File: src/rtl/fpu_req_resp.sv
// fpu_req_resp: valid/ready front end for the single-cycle FPU datapath.
// Accepts one op at a time, resolves the dynamic rounding mode, rejects
// illegal encodings without touching the FPU, holds the registered result
// until the consumer takes it, and keeps the sticky fflags accumulator.
module fpu_req_resp #(
    parameter int XLEN  = 32,
    parameter int TAG_W = 4
) (
    input  logic             clk,
    input  logic             rst_n,
    // issue side
    input  logic             req_valid,
    output logic             req_ready,
    input  logic [XLEN-1:0]  req_rs1,
    input  logic [XLEN-1:0]  req_rs2,
    input  logic [XLEN-1:0]  req_rs3,
    input  logic [4:0]       req_ftype,
    input  logic [2:0]       req_rm,
    input  logic [1:0]       req_fmt,
    input  logic [TAG_W-1:0] req_tag,
    input  logic [2:0]       frm_in,
    input  logic             flush,
    input  logic             fflags_clr,
    // FPU side
    output logic [XLEN-1:0]  fu_frs1,
    output logic [XLEN-1:0]  fu_frs2,
    output logic [XLEN-1:0]  fu_frs3,
    output logic [4:0]       fu_ftype,
    output logic             fu_fcontrol,
    output logic [2:0]       fu_rm,
    output logic [1:0]       fu_fmt,
    input  logic [XLEN-1:0]  fu_res,
    input  logic [4:0]       fu_flags,
    input  logic             fu_flags_valid,
    // response side
    output logic             rsp_valid,
    input  logic             rsp_ready,
    output logic [XLEN-1:0]  rsp_data,
    output logic [4:0]       rsp_flags,
    output logic [TAG_W-1:0] rsp_tag,
    output logic             rsp_illegal,
    output logic [4:0]       fflags_acc
);

    typedef enum logic [1:0] {
        IDLE = 2'd0,
        EXEC = 2'd1,
        RESP = 2'd2
    } state_t;

    // Operation as latched at accept; drives the FPU inputs directly.
    typedef struct packed {
        logic [XLEN-1:0] rs1;
        logic [XLEN-1:0] rs2;
        logic [XLEN-1:0] rs3;
        logic [4:0]      ftype;
        logic [2:0]      rm;
        logic [1:0]      fmt;
    } op_t;

    state_t state, state_nxt;
    op_t    op_q;

    logic [2:0] rm_res;
    logic       req_illegal;
    logic       accept;
    logic       rsp_hs;
    logic [4:0] rsp_contrib;

    // Rounding mode 3'b111 defers to fcsr.frm; 101/110/111 after resolution
    // are reserved, and only single precision is supported.
    assign rm_res      = (req_rm == 3'b111) ? frm_in : req_rm;
    assign req_illegal = (rm_res == 3'b101) || (rm_res == 3'b110) ||
                         (rm_res == 3'b111) || (req_fmt != 2'b00);

    assign req_ready   = (state == IDLE);
    assign rsp_valid   = (state == RESP);
    assign fu_fcontrol = (state == EXEC);
    assign accept      = req_valid & req_ready;
    assign rsp_hs      = rsp_valid & rsp_ready;
    // Rejected ops never raise exceptions in the architectural flags.
    assign rsp_contrib = rsp_illegal ? 5'b0 : rsp_flags;

    assign fu_frs1  = op_q.rs1;
    assign fu_frs2  = op_q.rs2;
    assign fu_frs3  = op_q.rs3;
    assign fu_ftype = op_q.ftype;
    assign fu_rm    = op_q.rm;
    assign fu_fmt   = op_q.fmt;

    // State register.
    always_ff @(posedge clk or negedge rst_n) begin
        if (!rst_n) state <= IDLE;
        else        state <= state_nxt;
    end

    // Next state: illegal ops skip EXEC; flush aborts EXEC and an unaccepted
    // RESP, but a response taken in the same cycle as flush still completes.
    always_comb begin
        state_nxt = state;
        unique case (state)
            IDLE: if (req_valid) state_nxt = req_illegal ? RESP : EXEC;
            EXEC: state_nxt = flush ? IDLE : RESP;
            RESP: if (rsp_ready || flush) state_nxt = IDLE;
            default: state_nxt = IDLE;
        endcase
    end

    // Operand latch at accept; held stable for the FPU and the response.
    always_ff @(posedge clk or negedge rst_n) begin
        if (!rst_n) begin
            op_q    <= '0;
            rsp_tag <= '0;
        end else if (accept) begin
            op_q.rs1   <= req_rs1;
            op_q.rs2   <= req_rs2;
            op_q.rs3   <= req_rs3;
            op_q.ftype <= req_ftype;
            op_q.rm    <= rm_res;
            op_q.fmt   <= req_fmt;
            rsp_tag    <= req_tag;
        end
    end

    // Response payload: zeroed for illegal ops at accept, captured from the
    // FPU on the EXEC->RESP edge for legal ones.
    always_ff @(posedge clk or negedge rst_n) begin
        if (!rst_n) begin
            rsp_data    <= '0;
            rsp_flags   <= '0;
            rsp_illegal <= 1'b0;
        end else if (accept) begin
            rsp_illegal <= req_illegal;
            if (req_illegal) begin
                rsp_data  <= '0;
                rsp_flags <= '0;
            end
        end else if ((state == EXEC) && !flush) begin
            rsp_data  <= fu_res;
            rsp_flags <= fu_flags_valid ? fu_flags : 5'b0;
        end
    end

    // Sticky fflags: clear wins over accumulate, but a flag set by the
    // response taken in the clearing cycle survives the clear.
    always_ff @(posedge clk or negedge rst_n) begin
        if (!rst_n)                 fflags_acc <= '0;
        else if (fflags_clr && rsp_hs) fflags_acc <= rsp_contrib;
        else if (fflags_clr)        fflags_acc <= '0;
        else if (rsp_hs)            fflags_acc <= fflags_acc | rsp_contrib;
    end

endmodule
File: config.mk
export PLATFORM = sky130hd
export DESIGN_NAME = fpu_req_resp
export DESIGN_NICKNAME = d
export VERILOG_FILES = /design/src/rtl/fpu_req_resp.sv
export SDC_FILE = /design/constraint.sdc
export NUM_CORES = 1
export LEC_CHECK = 0
export BUFFER_PORTS_ARGS = -buffer_cell sky130_fd_sc_hd__buf_2
export CORE_AREA = 2 2 122 124
export CTS_CLUSTER_SIZE = 8
export DETAILED_ROUTE_END_ITERATION = 8
export DIE_AREA = 0 0 124 126
export GPL_ROUTABILITY_DRIVEN = 0
export PLACE_DENSITY = 0.72
export SLEW_MARGIN = 25
export SYNTH_ARGS = -nofsm -noshare
export SYNTH_HDL_FRONTEND = slang
export SYNTH_SLANG_ARGS = --single-unit
File: constraint.sdc
create_clock -name clk -period 2.55 [get_ports clk]
set_clock_uncertainty 0.1 [all_clocks]
set_input_delay 0.1275 -clock clk [delete_from_list [all_inputs] [get_ports clk]]
set_output_delay 0.1275 -clock clk [all_outputs]
set_load 0.01 [all_outputs]
==> results of run 1 <==
metal layers:
metal	global-route usage (%)	routed length, µm
met1	30.8	7630
met2	44.8	10300
met3	7.11	1480
met4	12.2	677
met5	0	14
critical path, delay by kind of cell, from the launching register on:
family / cells / cell delay (ns)
AND/OR/NAND/NOR: 3 / 0.60
AO/OA/AOI/OAI: 1 / 0.08
flip-flops: 1 / 0.39
buffers and inverters: 2 / 0.94
cell usage after synthesis (all sizes together):
master / instances
clkbuf: 6
dfrtp: 155
and2: 1
buf: 30
nor4: 1
nand3: 5
nand2: 402
nand2b: 1
o31a: 1
and2b: 3
nor3b: 1
a21oi: 33
o21bai: 1
nor2: 3
o21ai: 18
inv: 6
a31oi: 1
cells by family (layout without fill, tap and decap cells):
logic type	Yosys count	count (layout)
DFF	155	155
and+or+nand+nor	417	417
AOI/OAI and AO/OA	54	54
buffers and inverters	42	519
registers in the layout, indices dropped and copies added (netlist names):
signal / count
fu_frs3: 32
fu_ftype: 5
state: 2
rsp_flags: 5
rsp_data: 32
fflags_acc: 5
rsp_tag: 4
fu_frs1: 32
rsp_illegal: 1
fu_fmt: 2
fu_frs2: 32
fu_rm: 3
power by group:
part	leakage [nW]	switching, mW	internal [mW]
Sequential	1.97	0.213	2.86
Clock	0.324	0.973	1.78
Combinational	3.16	0.923	0.720
Total	5.46	2.11	5.35
how the worst min path moves through the flow:
stage               from                   endpoint  slack, ns  depth (start not counted)
4_1_cts        rsp_ready  fflags_acc[4]$_DFFE_PN0P_       0.05                          5
5_1_grt        rsp_ready  fflags_acc[4]$_DFFE_PN0P_        0.1                          5
2_1_floorplan      rst_n  fflags_acc[0]$_DFFE_PN0P_      -0.27                          0
3_3_place_gp       rst_n    rsp_data[8]$_DFFE_PN0P_       0.05                          1
6_report       rsp_ready  fflags_acc[4]$_DFFE_PN0P_       0.07                          5
3_5_place_dp       rst_n     fu_frs2[2]$_DFFE_PN0P_       0.04                          1
cell type report:
| class | count | area share, % |
|---|---|---|
| clock buffer | 23 | 4.97 |
| clock inverter | 9 | 1.56 |
| inverter | 6 | 0.225 |
| multi-input combinational | 471 | 19.6 |
| sequential | 155 | 38.7 |
| tap | 184 | 2.30 |
| timing repair buffer | 481 | 32.7 |
through the flow:
step / instance area [µm²] / hold slack, ns / total power [mW] / cells
finish: 10000 / 0.0675 / 7.46 / 1329
floorplan: 6070 / -0.268 / 3.79 / 668
detailed placement: 7770 / 0.0445 / 4.53 / 1137
CTS: 10000 / 0.0502 / 7.48 / 1329
global placement: 7770 / 0.0510 / 4.50 / 1137
global route: 10000 / 0.0974 / 7.87 / 1329
what timing repair did:
action / 4_1_cts / 5_1_grt
hold endpoints to repair: 212 / 0
hold buffers: 160 / 0
endpoints found under the setup margin: 0 / 0
==> flow_summary.yaml, run 1 <==
route:
  drtAntennaViolNets: 0
  drt_iter0_drc: 437
  vias: 6275
  viasPerCell: 4.72
  firstDrtPassIters: 5
  wirelength_mm: 20.1
  drc: 0
  wl_per_cell_um: 15.1
synth:
  synth_cells: 668
  synth_seq_area_share_pct: 63.9
  ys_types: 23
  synth_nets: 825
  synth_area_leaders: "dfrtp_1 (64%), nand2_1 (25%), a21oi_2 (2.9%)"
  synthMuxAreaShare_pct: 0
  synthesis.area_mm2: 0.00607
  synth_top_area_share_pct: 63.9
  ys_warn_count: 0
  synthXorXnorAreaFrac_pct: 0
  synthSimpleGateAreaFrac_pct: 26.3
  synthAdderAreaFrac_pct: 0
  synth_top_area_cell: "dfrtp_1"
  ys_ff_latch: 155
  synth_top_family_by_area: "simple AND/OR/NAND/NOR gates"
  synth-compound-area-share_pct: 5.84
  synth.avg_cell_area_um2: 9.08
worst_setup_path:
  startpoint: "state[1]$_DFFE_PN0P_"
  r2r-end: "rsp_flags[2]$_DFFE_PN0P_"
  crit_path_max_incr_delay_ns: 0.59
  critPathMaxFanout: 35
  critPathSlowestCell: "dlygate4sd3_1"
  cp-start-kind: "flop"
  critPathArrivalTime_ns: 2.44
  critPathRequiredTime_ns: 2.79
  r2r_setup_slack_ns: 0.34
  path_class: "flop to flop"
  cp_cell_sequence: "and2b_2 -> and2b_1 -> buf_4 -> nand3_1 -> dlygate4sd3_1 -> o21ai_1"
  r2r-start: "state[1]$_DFFE_PN0P_"
  r2r_cells: 6
  crit_path_end: "rsp_flags[2]$_DFFE_PN0P_"
  cp-end-kind: "flop"
finish:
  areaGrowthSynthToFinish_pct: 65.2
  fillers: 1016
  num_antenna_cells: 0
  seqCellArea_mm2: 0.00388
  layout-drive-gt1-share_pct: 32.9
  fin_util_pct: 70.0
  layout_commonest_cell: "nand2_1"
  final_cell_mix: "nand2_1 (401), buf_2 (311), dlygate4sd3_1 (160)"
  final_nets: 1289
  multi_input_area_mm2: 0.00196
sta:
  rsz0062_at_grt: "false"
  finalCritPeriodShare_pct: 86.6
  min_period_ns: 2.21
  finalHoldViolations: 0
  finalWorstSetupSlack_ns: 0.342
  setup_tns_ns: 0
  worstMarginPinSlew_ns: 0.694
  setup_viol: 0
  slew_headroom_pct: 53.6
  slew_violations: 0
  fmax_ghz: 0.453
global_route:
  grt_pass1_wl_mm: 32.0
  grt_overflow: 0
  grt_pass1_vias: 6604
  antenna_found_initial: 1
  grt_usage_pct: 26.3
  grt_start_max_net_pins: 109
job:
  cap_violations: 0
placed_design:
  post-place-ws_ns: 0.712
  dp_hpwl_mm: 12.1
  portBuffers: 312
die:
  core.rowCount: 44
  die_w_um: 124
  boundaryPins: 313
  die_h_um: 126
  die-area_mm2: 0.0156
  start_util_pct: 42.4
  core_area_mm2: 0.0143
pwr:
  vdd_drop_max_uv: 495
  p_per_area_mw_per_mm2: 744
  p_leak_nw: 5.46
min_path:
  hold_class: "primary input to flop"
clocking:
  path_clk_slew_ns: 0.06
  cts_tree: "done"
  clock_latency_ns: 0.41
  cts.sinks: 155
  cts_inserted_buffers: 17
  cts_resized: 0
  clockBufferDepth: 2
  cts_setup_buffers: 0
  root_buffer: "clkbuf_16"
  htreeDepth: 4
status:
  status: "finished clean"
No activity file was read; power rests on OpenSTA's default activity.
==> run 2, diff against run 1 <==
SLEW_MARGIN = 20   (was 25)
clock period = 2.73 ns   (was 2.55 ns; I/O delays follow)
==> run 2 against run 1 <==
Effect of this change: final cell count stayed put; power decreased by 11%; first-iteration DRC count fell by 35%; cell area down 0.85%; register-to-register slack better by 0.13 ns; count of clock-buffer cells in the layout down 1; critical endpoint is now state[1]$_DFFE_PN0P_.
==> flow_summary.yaml, run 2 (synthesis results as in run 1) <==
clocking:
  cts.sinks: 155
  path_clk_slew_ns: 0.06
  cts_inserted_buffers: 17
  cts_setup_buffers: 0
  cts_resized: 0
  clock_latency_ns: 0.41
  htreeDepth: 4
  root_buffer: "clkbuf_16"
  cts_tree: "done"
  clockBufferDepth: 2
finish:
  num_antenna_cells: 0
  final_nets: 1289
  instances_no_fill: 1329
  final_cell_mix: "nand2_1 (401), buf_2 (311), dlygate4sd3_1 (160)"
  layout_commonest_cell: "nand2_1"
  layout-drive-gt1-share_pct: 32.8
  areaGrowthSynthToFinish_pct: 63.8
  fillers: 1024
pwr:
  p_sw_share_pct: 29.9
  power_frac_seq_pct: 43.4
  power_switching_mw: 1.98
  p_leak_nw: 5.41
  vdd_drop_max_uv: 357
  pwr-share-clk_pct: 33.4
  p_per_area_mw_per_mm2: 666
  p_int_mw: 4.64
  combPwrFrac_pct: 23.3
sta:
  slew_headroom_pct: 52.4
  rsz0062_at_grt: "false"
  finalHoldViolations: 0
  fmax_ghz: 0.443
  slew_violations: 0
  finalCritPeriodShare_pct: 82.8
  setup_tns_ns: 0
  worstMarginPinSlew_ns: 0.712
  setup_viol: 0
  min_period_ns: 2.26
global_route:
  grt_overflow: 0
  grt_pass1_vias: 6621
  antenna_found_initial: 0
  grt_pass1_wl_mm: 31.8
  grt_start_max_net_pins: 72
  grt_usage_pct: 26.3
die:
  die-area_mm2: 0.0156
  die_w_um: 124
  boundaryPins: 313
  die_h_um: 126
  start_util_pct: 42.4
  core_area_mm2: 0.0143
  core.rowCount: 44
worst_setup_path:
  cp-start-kind: "flop"
  crit_path_max_incr_delay_ns: 0.55
  critPathArrivalTime_ns: 2.50
  critPathSlowestCell: "dlygate4sd3_1"
  cp-end-kind: "flop"
  critPathRequiredTime_ns: 2.97
  path_class: "flop to flop"
  critPathMaxFanout: 38
  r2r_cells: 6
  cp_cell_sequence: "nor2_2 -> and2_4 -> o31a_2 -> buf_12 -> o21bai_1 -> dlygate4sd3_1"
placed_design:
  place_inst: 1137
  portBuffers: 312
  dp_hpwl_mm: 12.1
route:
  drt_iter0_drc: 282
  drtAntennaViolNets: 0
  viasPerCell: 4.75
  drc: 0
  wl_per_cell_um: 15.3
  wirelength_mm: 20.3
  firstDrtPassIters: 5
  vias: 6310
min_path:
  hold_class: "primary input to flop"
  hold_depth: 5
status:
  status: "finished clean"
job:
  cap_violations: 0
## run 2: changes by cell type in the layout (fill, tap and decap cells not counted), sizes merged
cell,delta
bufinv,-3
clkinv,+1
clkbuf,-1
clkinvlp,+4
inv,-1
## run 2: worst paths after layout
kind	from	to	slack, ns
worst max-delay path	state[1]$_DFFE_PN0P_	state[1]$_DFFE_PN0P_	0.47
worst min-delay path	rsp_ready	fflags_acc[3]$_DFFE_PN0P_	0.08
worst max register to register	state[1]$_DFFE_PN0P_	state[1]$_DFFE_PN0P_	0.47
worst min register to register	fu_frs3[16]$_DFFE_PN0P_	fu_frs3[16]$_DFFE_PN0P_	0.37
max in group asynchronous	rst_n	fu_frs3[7]$_DFFE_PN0P_	1.47
min in group asynchronous	rst_n	rsp_data[12]$_DFFE_PN0P_	0.22
## run 2: what timing repair did
action	CTS	global route
hold endpoints to repair	223	0
hold buffers	160	0
setup endpoints to repair	0	0
## run 2: area by class of cell
type	instances	area, µm²	area share [%]
sequential	155	3880	39.0
timing repair buffer	481	3290	33.1
multi-input combinational	471	1960	19.7
clock buffer	22	464	4.67
tap	184	230	2.32
clock inverter	10	92.6	0.932
inverter	6	22.5	0.227
## run 2: worst max-delay path: cells and delay by family, from the launching register on
family                 cells  cell delay (ns)
DFF                        1             0.40
and+or+nand+nor            2             0.55
AOI/OAI and AO/OA          2             0.36
buffers and inverters      2             0.78
## run 2: power by group through the flow
stage / sequential [mW] / combinational [mW] / clock (mW)
6_report: 2.87 / 1.54 / 2.21
4_1_cts: 2.86 / 1.52 / 2.25
5_1_grt: 2.91 / 1.69 / 2.36
3_3_place_gp: 2.88 / 1.32 / 0
3_5_place_dp: 2.89 / 1.35 / 0
2_1_floorplan: 3.07 / 0.470 / 0
## run 2: routing by layer
metal  GRT usage (%)  routed length [µm]
met5               0                   0
met4            13.1                 833
met3            6.88                1520
met2            46.6               10300
met1            28.7                7730
## run 2: through the flow
| step | worst slack [ns] | hold slack [ns] | total power, mW | util (%) | cell area, µm² |
|---|---|---|---|---|---|
| floorplan | 1.24 | -0.259 | 3.54 | - | 6070 |
| global route | 0.349 | 0.136 | 6.97 | 69.4 | 9940 |
| detailed placement | 0.893 | 0.0907 | 4.23 | 54.3 | 7780 |
| finish | 0.471 | 0.0778 | 6.62 | 69.4 | 9940 |
| global placement | 0.922 | 0.0972 | 4.21 | 54.3 | 7780 |
| CTS | 0.465 | 0.0537 | 6.63 | 69.4 | 9940 |
==> run 3, diff against run 2 <==
ABC_AREA = 1   (was not set)
CORE_AREA = not set   (was 2 2 122 124)
CORE_MARGIN = 1.5   (was not set)
CORE_UTILIZATION = 41   (was not set)
DIE_AREA = not set   (was 0 0 124 126)
clock period = 1.9 ns   (was 2.73 ns; I/O delays follow)
==> run 3 against run 2 <==
Effect of this change: final cell count is 0.90% higher; fmax increased by 24%; area after synthesis is 0.21% higher; critical endpoint is now rsp_flags[4]$_DFFE_PN0P_.
==> flow_summary.yaml, run 3 <==
status:
  status: "finished clean"
synth:
  synth_edf_count: 0
  ys_types: 21
  synthesis.area_mm2: 0.00608
  yosysMostFrequentCell: "nand2_1"
  synth_nets: 831
  synth_area_leaders: "dfrtp_1 (64%), nand2_1 (25%), nand3_1 (2.6%)"
  synth_seq_area_share_pct: 63.8
  ys_ff_latch: 155
  async_flop_share_pct: 100
  synth_top_area_share_pct: 63.8
  synth_cells: 674
  synth.avg_cell_area_um2: 9.02
  ys_warn_count: 0
  netlist_top_cells_count: "nand2_1 (409), dfrtp_1 (155), nand3_1 (31), buf_2 (25), inv_1 (11)"
  ys.flop_type: "dfrtp_1"
  synth_top_area_cell: "dfrtp_1"
sta:
  finalWorstSetupSlack_ns: 0.0727
  finalCritPeriodShare_pct: 96.2
  setup_tns_ns: 0
  slew_headroom_pct: 65.3
  min_period_ns: 1.83
  finalHoldViolations: 0
  worstMarginPinSlew_ns: 0.521
  fmax_ghz: 0.547
  setup_viol: 0
  slew_violations: 0
  hold_slack_ns: 0.0816
global_route:
  grt_start_max_net_pins: 80
  grt_pass1_wl_mm: 32.4
  antenna_found_initial: 0
  grtUsageMet2_pct: 44.5
  grt_overflow: 0
  grt-busiest-layer: "met2"
  grt_pass1_vias: 6688
  grt_usage_pct: 26.1
  met1_usage_pct: 30.0
  grt_use_met3_pct: 6.19
route:
  wirelength_mm: 20.7
  firstDrtPassIters: 5
  drtAntennaViolNets: 0
  drc: 0
  drt_iter0_drc: 379
  wl_per_cell_um: 15.4
  vias: 6424
  viasPerCell: 4.79
finish:
  fin_util_pct: 69.4
  design_area_mm2: 0.0101
  seqCellArea_mm2: 0.00388
  areaGrowthSynthToFinish_pct: 65.4
  final_cell_mix: "nand2_1 (408), buf_2 (311), dlygate4sd3_1 (159)"
  num_antenna_cells: 0
  layout-drive-gt1-share_pct: 32.4
  multi_input_area_mm2: 0.00192
  final_nets: 1301
  layout_commonest_cell: "nand2_1"
  fillers: 1037
clocking:
  clockBufferDepth: 2
  clock_latency_ns: 0.40
  path_clk_slew_ns: 0.06
  htreeDepth: 4
  root_buffer: "clkbuf_16"
  cts_tree: "done"
  cts.sinks: 155
  cts_inserted_buffers: 17
  cts_setup_buffers: 0
placed_design:
  dp_hpwl_mm: 11.6
  post-place-ws_ns: 0.378
  portBuffers: 312
  place_area_mm2: 0.00779
pwr:
  p_leak_nw: 5.71
  p_per_area_mw_per_mm2: 987
  vdd_drop_max_uv: 519
worst_setup_path:
  r2r_cells: 6
  cp_cell_sequence: "nor2_4 -> nand2_4 -> buf_16 -> nand4_1 -> dlygate4sd3_1 -> nand2_1"
  r2r-end: "rsp_flags[4]$_DFFE_PN0P_"
  crit_path_max_incr_delay_ns: 0.56
  critPathRequiredTime_ns: 2.10
  r2r-start: "state[1]$_DFFE_PN0P_"
  cp-start-kind: "flop"
  path_buf_inv: 2
  cp.depth: 6
  critPathArrivalTime_ns: 2.02
  startpoint: "state[1]$_DFFE_PN0P_"
  crit_path_end: "rsp_flags[4]$_DFFE_PN0P_"
  critPathMaxFanout: 20
  r2r_setup_slack_ns: 0.07
  cp-end-kind: "flop"
  path_class: "flop to flop"
  critPathTopFamily: "buffers and inverters"
  critPathSlowestCell: "dlygate4sd3_1"
die:
  die-area_mm2: 0.0156
  start_util_pct: 42.0
  die_w_um: 125
  die_h_um: 125
  core.rowCount: 44
  core_area_mm2: 0.0145
  boundaryPins: 313
job:
  cap_violations: 0
min_path:
  hold_depth: 5
  hold_class: "primary input to flop"
[run 3: cell count changes after synthesis, sizes merged, moves of 2 or more]
cell	delta
nand2	+9
nand4	+5
o21ai	-15
and2b	-3
inv	+7
buf	+5
nor2	+2
o22ai	+5
clkbuf	-5
a21oi	-33
nand3	+34
[run 3: power breakdown]
| part | switching (mW) | total (mW) | internal (mW) |
|---|---|---|---|
| Clock | 1.38 | 3.43 | 2.05 |
| Sequential | 0.308 | 4.16 | 3.85 |
| Combinational | 1.31 | 2.34 | 1.02 |
| Total | 3.00 | 9.92 | 6.93 |
[run 3: metrics by stage]
| step | cells | power (mW) |
|---|---|---|
| floorplan | 674 | 5.19 |
| global placement | 1148 | 6.14 |
| detailed placement | 1148 | 6.18 |
| CTS | 1339 | 9.87 |
| global route | 1341 | 10.4 |
| finish | 1341 | 9.92 |
[run 3: cell families after synthesis]
family | Yosys count | share of synthesized area (%)
simple gates | 460 | 30.3
compound gates | 10 | 1.01
flops | 155 | 63.8
buf+inv | 49 | 4.86
[run 3: per-layer routing]
metal | routed length [µm] | vias to the layer above
li1 | - | 3006
met1 | 7990 | 3022
met2 | 10400 | 313
met3 | 1340 | 83
met4 | 999 | 0
met5 | 0 | -
[run 3: worst min-delay path, cell delays in order]
cell and delay, ns:
buf_2 0.10, o21a_1 0.14, nand2_1 0.07, nand2_2 0.10
nor2_1 0.05
[run 3: timing repair]
action	4_1_cts	5_1_grt
gates resized for setup	0	3
endpoints found under the setup margin	0	5
hold endpoints to repair	309	0
hold buffers	159	0
[run 3: worst min path at each step]
| stage | start | slack [ns] | to |
|---|---|---|---|
| after CTS | req_rm[2] | 0.08 | state[0]$_DFFE_PN0P_ |
| after global routing | req_rm[2] | 0.13 | state[0]$_DFFE_PN0P_ |
| after floorplan | rst_n | -0.30 | fflags_acc[0]$_DFFE_PN0P_ |
| final | req_rm[2] | 0.08 | state[0]$_DFFE_PN0P_ |
| after global placement | rst_n | -0.01 | fu_frs1[25]$_DFFE_PN0P_ |
| after detailed placement | rst_n | -0.009 | fu_frs1[25]$_DFFE_PN0P_ |
[run 3: cell type report]
type / count / share of cell area, %
Inverter: 13 / 0.523
Tap cell: 184 / 2.29
Clock buffer: 20 / 4.64
Clock inverter: 12 / 1.37
Sequential cell: 155 / 38.6
Multi-Input combinational cell: 470 / 19.1
Timing Repair Buffer: 487 / 33.5
